--- src/rtl/branch_predictor.sv ---
// Dynamic branch predictor: BTB with unconditional tagging, gshare/bimodal PHT,
// non-speculative global history and saturating performance counters.
module branch_predictor #(
  parameter int unsigned GHR_BITS       = 5,
  parameter int unsigned BTB_INDEX_BITS = 5,
  parameter int unsigned MODE           = 0
) (
  input  logic        clk,
  input  logic        reset,
  input  logic [31:0] if_pc,
  output logic [31:0] predicted_pc,
  output logic        predicted_taken,
  input  logic        stall,
  input  logic        upd_valid,
  input  logic [31:0] upd_pc,
  input  logic        upd_is_branch,
  input  logic        upd_taken,
  input  logic [31:0] upd_target,
  input  logic        upd_mispredict,
  output logic [31:0] perf_branches,
  output logic [31:0] perf_mispredicts
);

  localparam int unsigned BTB_DEPTH  = 1 << BTB_INDEX_BITS;
  localparam int unsigned PHT_DEPTH  = 1 << GHR_BITS;
  localparam int unsigned TAG_W      = 32 - BTB_INDEX_BITS - 2;
  localparam bit          USE_TABLES = (MODE != 2);
  localparam bit          USE_GHR    = (MODE == 0);

  logic                      r_btb_valid  [BTB_DEPTH];
  logic                      r_btb_uncond [BTB_DEPTH];
  logic [TAG_W-1:0]          r_btb_tag    [BTB_DEPTH];
  logic [31:0]               r_btb_target [BTB_DEPTH];
  logic [1:0]                r_pht        [PHT_DEPTH];
  logic [GHR_BITS-1:0]       r_ghr;

  logic [BTB_INDEX_BITS-1:0] w_lk_bidx;
  logic [TAG_W-1:0]          w_lk_tag;
  logic [GHR_BITS-1:0]       w_lk_pidx;
  logic                      w_lk_hit;
  logic                      w_lk_taken;

  logic [BTB_INDEX_BITS-1:0] w_up_bidx;
  logic [TAG_W-1:0]          w_up_tag;
  logic [GHR_BITS-1:0]       w_up_pidx;
  logic [1:0]                w_pht_cur;
  logic [1:0]                w_pht_next;
  logic                      w_accept;
  logic                      w_unused;

  assign w_unused = ^{if_pc[1:0], upd_pc[1:0]};

  // Lookup path: purely combinational on if_pc and current table state
  always_comb begin
    w_lk_bidx = if_pc[BTB_INDEX_BITS+1:2];
    w_lk_tag  = if_pc[31:BTB_INDEX_BITS+2];
    w_lk_pidx = if_pc[GHR_BITS+1:2];
    if (USE_GHR) w_lk_pidx = w_lk_pidx ^ r_ghr;
    w_lk_hit   = r_btb_valid[w_lk_bidx] && (r_btb_tag[w_lk_bidx] == w_lk_tag);
    w_lk_taken = USE_TABLES && !reset && w_lk_hit &&
                 (r_btb_uncond[w_lk_bidx] || r_pht[w_lk_pidx][1]);
    predicted_taken = w_lk_taken;
    predicted_pc    = w_lk_taken ? r_btb_target[w_lk_bidx] : (if_pc + 32'd4);
  end

  // Training-side indices and the saturated counter value to write back
  always_comb begin
    w_accept  = upd_valid && !stall;
    w_up_bidx = upd_pc[BTB_INDEX_BITS+1:2];
    w_up_tag  = upd_pc[31:BTB_INDEX_BITS+2];
    w_up_pidx = upd_pc[GHR_BITS+1:2];
    if (USE_GHR) w_up_pidx = w_up_pidx ^ r_ghr;
    w_pht_cur  = r_pht[w_up_pidx];
    w_pht_next = w_pht_cur;
    if (upd_taken && (w_pht_cur != 2'b11))
      w_pht_next = w_pht_cur + 2'd1;
    else if (!upd_taken && (w_pht_cur != 2'b00))
      w_pht_next = w_pht_cur - 2'd1;
  end

  // Reset wins over a same-cycle update; stall suppresses everything
  always_ff @(posedge clk) begin
    if (reset) begin
      for (int unsigned i = 0; i < BTB_DEPTH; i++) begin
        r_btb_valid[BTB_INDEX_BITS'(i)]  <= 1'b0;
        r_btb_uncond[BTB_INDEX_BITS'(i)] <= 1'b0;
        r_btb_tag[BTB_INDEX_BITS'(i)]    <= '0;
        r_btb_target[BTB_INDEX_BITS'(i)] <= 32'd0;
      end
      for (int unsigned i = 0; i < PHT_DEPTH; i++) begin
        r_pht[GHR_BITS'(i)] <= 2'b01;
      end
      r_ghr            <= '0;
      perf_branches    <= 32'd0;
      perf_mispredicts <= 32'd0;
    end else if (w_accept) begin
      if (upd_is_branch && (perf_branches != 32'hFFFF_FFFF))
        perf_branches <= perf_branches + 32'd1;
      if (upd_mispredict && (perf_mispredicts != 32'hFFFF_FFFF))
        perf_mispredicts <= perf_mispredicts + 32'd1;
      if (USE_TABLES) begin
        if (upd_taken) begin
          r_btb_valid[w_up_bidx]  <= 1'b1;
          r_btb_uncond[w_up_bidx] <= !upd_is_branch;
          r_btb_tag[w_up_bidx]    <= w_up_tag;
          r_btb_target[w_up_bidx] <= upd_target;
        end
        if (upd_is_branch) begin
          r_pht[w_up_pidx] <= w_pht_next;
          r_ghr            <= GHR_BITS'({r_ghr, upd_taken});
        end
      end
    end
  end

endmodule

--- config.mk ---
export PLATFORM = sky130hd
export DESIGN_NAME = branch_predictor
export DESIGN_NICKNAME = d
export VERILOG_FILES = /design/src/rtl/branch_predictor.sv
export SDC_FILE = /design/constraint.sdc
export NUM_CORES = 2
export LEC_CHECK = 0
export BUFFER_PORTS_ARGS = -buffer_cell sky130_fd_sc_hd__buf_2
export CORE_MARGIN = 10
export CORE_UTILIZATION = 58
export CTS_BUF_LIST = sky130_fd_sc_hd__clkbuf_16
export DETAILED_ROUTE_END_ITERATION = 8
export PLACE_DENSITY = 0.75
export SKIP_LAST_GASP = 1
export SLEW_MARGIN = 20
export SYNTH_ARGS = -nofsm -noshare
export SYNTH_HDL_FRONTEND = slang
export SYNTH_SLANG_ARGS = --single-unit
--- constraint.sdc ---
create_clock -name clk -period 19.1 [get_ports clk]
set_clock_uncertainty 0.05 [all_clocks]
set_input_delay 3.82 -clock clk [delete_from_list [all_inputs] [get_ports clk]]
set_output_delay 3.82 -clock clk [all_outputs]
set_load 0.005 [all_outputs]
**Word level (Yosys, flattened, before mapping)**

Memory sizes are Yosys's and may differ from the RTL's.
Cells that the tools add are included.

- Eq/ne operators: 4
- Bitwise gates (word level): 2
- Reduce and logical (&&, ||, !) cells: 22
- $add $sub $neg: 5
- Muxes and demuxes: 28

Operator list:

| kind | count |
|---|---|
| adder 32 x 1 -> 32 bit (second input constant) | 2 |
| 2-to-1 mux 32 bit | 2 |
| != test 32 bit (second input constant) | 2 |
| adder 32 x 3 -> 32 bit (second input constant) | 1 |
| OR reduction 32 bit | 1 |
| equality test 25 bit | 1 |
| 2-to-1 mux 25 bit | 1 |
| 2-to-1 mux 5 bit | 5 |
| OR reduction 25 bit | 1 |
| 2-to-1 mux 1 bit | 17 |
| bitwise XOR 5 bit | 2 |
| logical AND 1 bit | 8 |
| 2-to-1 mux 2 bit | 3 |
| AND reduction 2 bit | 3 |
| zero test 1 bit | 4 |
| adder 2 x 1 -> 2 bit (second input constant) | 1 |
| != test 2 bit (second input constant) | 1 |
| nonzero test 2 bit | 1 |
| OR reduction 1 bit | 2 |
| OR reduction 2 bit | 1 |
| subtractor 2 x 1 -> 2 bit (second input constant) | 1 |
| logical OR 1 bit | 1 |

- Memories: 5
- Bits of input ports: 103
- RAM bits: 1952
- Bits in registers: 69

Memories:

| memory | depth | bits a word | read ports | clocked after memory_dff | write ports | line | RTL |
|---|---|---|---|---|---|---|---|
| r_btb_target | 32 | 32 | 1 | 0 | 32 | 33 | `logic [31:0] r_btb_target [BTB_DEPTH];` |
| r_btb_tag | 32 | 25 | 1 | 0 | 32 | 32 | `logic [TAG_W-1:0] r_btb_tag [BTB_DEPTH];` |
| r_pht | 32 | 2 | 2 | 0 | 32 | 34 | `logic [1:0] r_pht [PHT_DEPTH];` |
| r_btb_uncond | 32 | 1 | 1 | 0 | 32 | 31 | `logic r_btb_uncond [BTB_DEPTH];` |
| r_btb_valid | 32 | 1 | 1 | 0 | 32 | 30 | `logic r_btb_valid [BTB_DEPTH];` |

**Longest topological paths before layout**

- Depth after elaboration: 7
- Mapped depth: 17
- Mapped depth without buffers: 10

**Worst setup path before layout**

No wires, ideal clock.

- Path kind: input -> output
- Start: input port if_pc[2]
- End: output port predicted_pc[3]
- Buffers on the path: 7
- Data required time: 15.230 ns
- Data arrival time: 6.883 ns
- Stages on the path: 12
- Slack: 8.347 ns
- Path through: buf_4 > buf_6 > buf_4 > buf_6 > buf_4 > buf_4 > buf_1 > mux4_2 > mux4_2 > nand2_1 > nand2_1 > mux2_2

- Word-level cells in the longest chain between the ends: 6
- Elaborated cells between the ends (all ways): 13
- Classes of those cells: 1 x add/sub; 1 x eq/ne; 1 x mux; 1 x bitwise; 4 x reduce/logical; 5 x memory

RTL lines:

| what | line | RTL |
|---|---|---|
| from (decl) | 10 | `input logic [31:0] if_pc,` |
| memory (32 x 25 bit) | n/a |  |
| equality test 25 bit | 59 | `w_lk_hit = r_btb_valid[w_lk_bidx] && (r_btb_tag[w_lk_bidx] == w_lk_tag);` |
| logical AND 1 bit | 59 |  |
| logical AND 1 bit (2 in series) | 60 | `w_lk_taken = USE_TABLES && !reset && w_lk_hit &&` |
| 2-to-1 mux 32 bit (*) | 63 | `predicted_pc = w_lk_taken ? r_btb_target[w_lk_bidx] : (if_pc + 32'd4);` |
| to (decl) | 11 | `output logic [31:0] predicted_pc,` |

Mark *: on every way between the ends. The rest lies on a longest branch, timed or not.

**Worst setup path after layout**

- Start: input port if_pc[4]
- End: output port predicted_pc[7]

The elaborated chain is that of the path after synthesis.

==> results.ini <==
[logic_synthesis]
synthArstFlopShare_pct=0
synthCells=6360
synth_warnings=0
synth.area.top_cells=edfxtp_1 62%, and3_1 12%, mux4_2 12%
synthesis.nets=6468
ys_seq_area_share_pct=63.8
synth_common_cells=1920 x edfxtp_1, 1842 x and3_1, 699 x clkbuf_1, 508 x mux4_2, 167 x nor2_1
synth-seq-cells=2021
synth-main-ff-cell=edfxtp_1
syn_avg_cell_area_um2=14.7
synth.most_common_cell=edfxtp_1
netlist_area_um2=93500
synth_edf_count=1920
synth_top_cell_by_area=edfxtp_1
synth_top_area_share_pct=61.6
ys_types=71

[detailed_routing]
route.detailed.drc=0
wl_um=277000
first_iter_violations=9414
drtAntennaViolNets=0
via_count=59300
routedWlPerCell_um=32.9
first_pass_iters=8
viasPerCell=7.05

[power]
p_leak_nw=40.9
cellPowerDensity_nw_per_um2=95.9
ir_worst_vdd_v=0.000112

[die]
die_h_um=422
pin_count=200
core.rowCount=147
die_x_um=422
coreArea_um2=160000
start_util_pct=58.3
dieArea_um2=178000

[clocking]
clkLatencyLatePin_ns=0.86
numCtsBuffers=201
cts-resized-gates=0
cts_max_path_buffers=3
hold_buffers=0
cts_tree=built
cts-htree-levels=4
clkTransAtPathRegs_ns=0.06
postCtsSetupBuffers=0
clkSinkCount=2021
clockRootBuffer=clkbuf_16

[setup_path]
r2r_start=r_ghr[0]
cp_num_buf_inv=4
cp_max_fo=70
startpoint_type=input pin
cp_top_family=simple AND/OR/NAND/NOR gates
slowest_delay_ns=1.00
path_cells=buf_8 > buf_4 > or3b_2 > o22ai_1 > a2111oi_0 > nor3_1 > nor3_1 > nand4_1 > nor4_4 > buf_4 > a211oi_1 > nor4_2 > buf_2
required_ns=15.23
crit_type=in2out
crit_path_start=if_pc[4]
crit_arrival_ns=10.11
crit_path_end_kind=output port
slowest_stage=a2111oi_0

[hold_path]
min_from=r_btb_valid[15]
hold_path_class=reg2reg

[global_routing]
gr-total-overflow=0
track_usage_pct=30.5
grt_max_degree=233
grt_pass1_vias=59200
antenna_found_initial=39
grt_pass1_wl_um=403000

[sta]
min_period_ns=13.98
setup_tns_ns=0
rsz0062_at_grt=no
relSlewSlack_pct=6.10
min_period_over_period_pct=73.2
setup_viol=0
hold_viol_final=0
slew_violations=0
max_freq_mhz=71.5
whs_ns=0.408
max_slew.worst_pin.slew_ns=1.41

[placement]
io_buffers=197
routabilityCongestion=0.851
hpwl_um=142000
place_inst=8020

[layout]
nets=6172
final_core_util_pct=63.4
final_cells=8413
syn2layout_area_growth_pct=8.77
fillers=11300
drive_gt1_share_pct=18.9

[job]
maxCapViolations=0

[status]
status=completed

## placed cells by master, fill, tap and decap left out, types with 64 or more instances in the layout
master	instances
edfxtp_1	1920
and3_1	1840
mux4_2	508
clkbuf_16	205
buf_2	193
nor2_1	164
mux2i_1	158
nand2_1	124
dfxtp_1	101
buf_4	97
inv_1	89
o21ai_0	75
nand3_1	64
## routing by layer
| metal | vias up | track usage [%] | share of wire (%) | wire length (um) |
|---|---|---|---|---|
| li1 | 24200 | - | - | - |
| met1 | 30000 | 40.4 | 35 | 97300 |
| met2 | 4377 | 47.6 | 47 | 130000 |
| met3 | 682 | 8.72 | 14 | 37700 |
| met4 | 22 | 12.8 | 4.3 | 11800 |
| met5 | - | 0 | 0.048 | 132 |
## cell type report
class	count	area, um2	area share [%]
sequential	2021	59700	58.7
clock buffer	205	5130	5.04
inverter	42	166	0.164
timing repair buffer	307	2000	1.97
multi-input combinational	3491	30800	30.3
tap	2160	2700	2.66
antenna	18	45.0	0.0443
clock inverter	169	1220	1.20
## kinds of logic (layout without fill, tap and decap cells)
family | Yosys count | count (layout) | share of synthesized area [%]
multiplexers | 685 | 685 | 14.2
AO/OA/AOI/OAI | 296 | 296 | 2.16
other | 0 | 18 | 0
XOR/XNOR | 96 | 96 | 0.907
flip-flops | 2021 | 2021 | 63.8
buffers and inverters | 848 | 723 | 3.68
adder cells (fa/ha/maj) | 5 | 5 | 0.0669
AND/OR/NAND/NOR | 2409 | 2409 | 15.2
## stage by stage
step / worst slack (ns) / cell area (um2) / power [mW]
after CTS: 5.32 / 102000 / 9.75
final: 5.12 / 102000 / 9.76
after detailed placement: 5.35 / 95300 / 5.98
after global routing: 4.90 / 102000 / 9.98
after global placement: 5.34 / 95300 / 5.96
after floorplan: 8.35 / 93500 / 5.67
## power by group
group | internal, mW | switching, mW | total [mW]
clock network | 2.12 | 1.72 | 3.84
logic | 0.268 | 0.537 | 0.805
registers | 5.05 | 0.0593 | 5.11
## registers in the layout, indices dropped and copies added, names as in the netlist
| name | count |
|---|---|
| r_btb_uncond | 32 |
| r_btb_valid | 32 |
| r_ghr | 5 |
| r_pht | 64 |
| r_btb_tag | 800 |
| perf_branches | 32 |
| perf_mispredicts | 32 |
| r_btb_target | 1024 |
## final timing paths
kind,end,slack [ns],cells past startpoint
max,predicted_pc[7],5.12,13
min,r_btb_valid[15],0.41,2
max reg2reg,r_pht[4][0],14.80,11
min reg2reg,r_btb_valid[15],0.41,2
## worst min-delay path, cell delays in order (launching register included)
cell     delay, ns
dfxtp_1       0.31
inv_1         0.04
o21ai_0       0.06
Note: power is estimated with default switching activity, not from simulation.
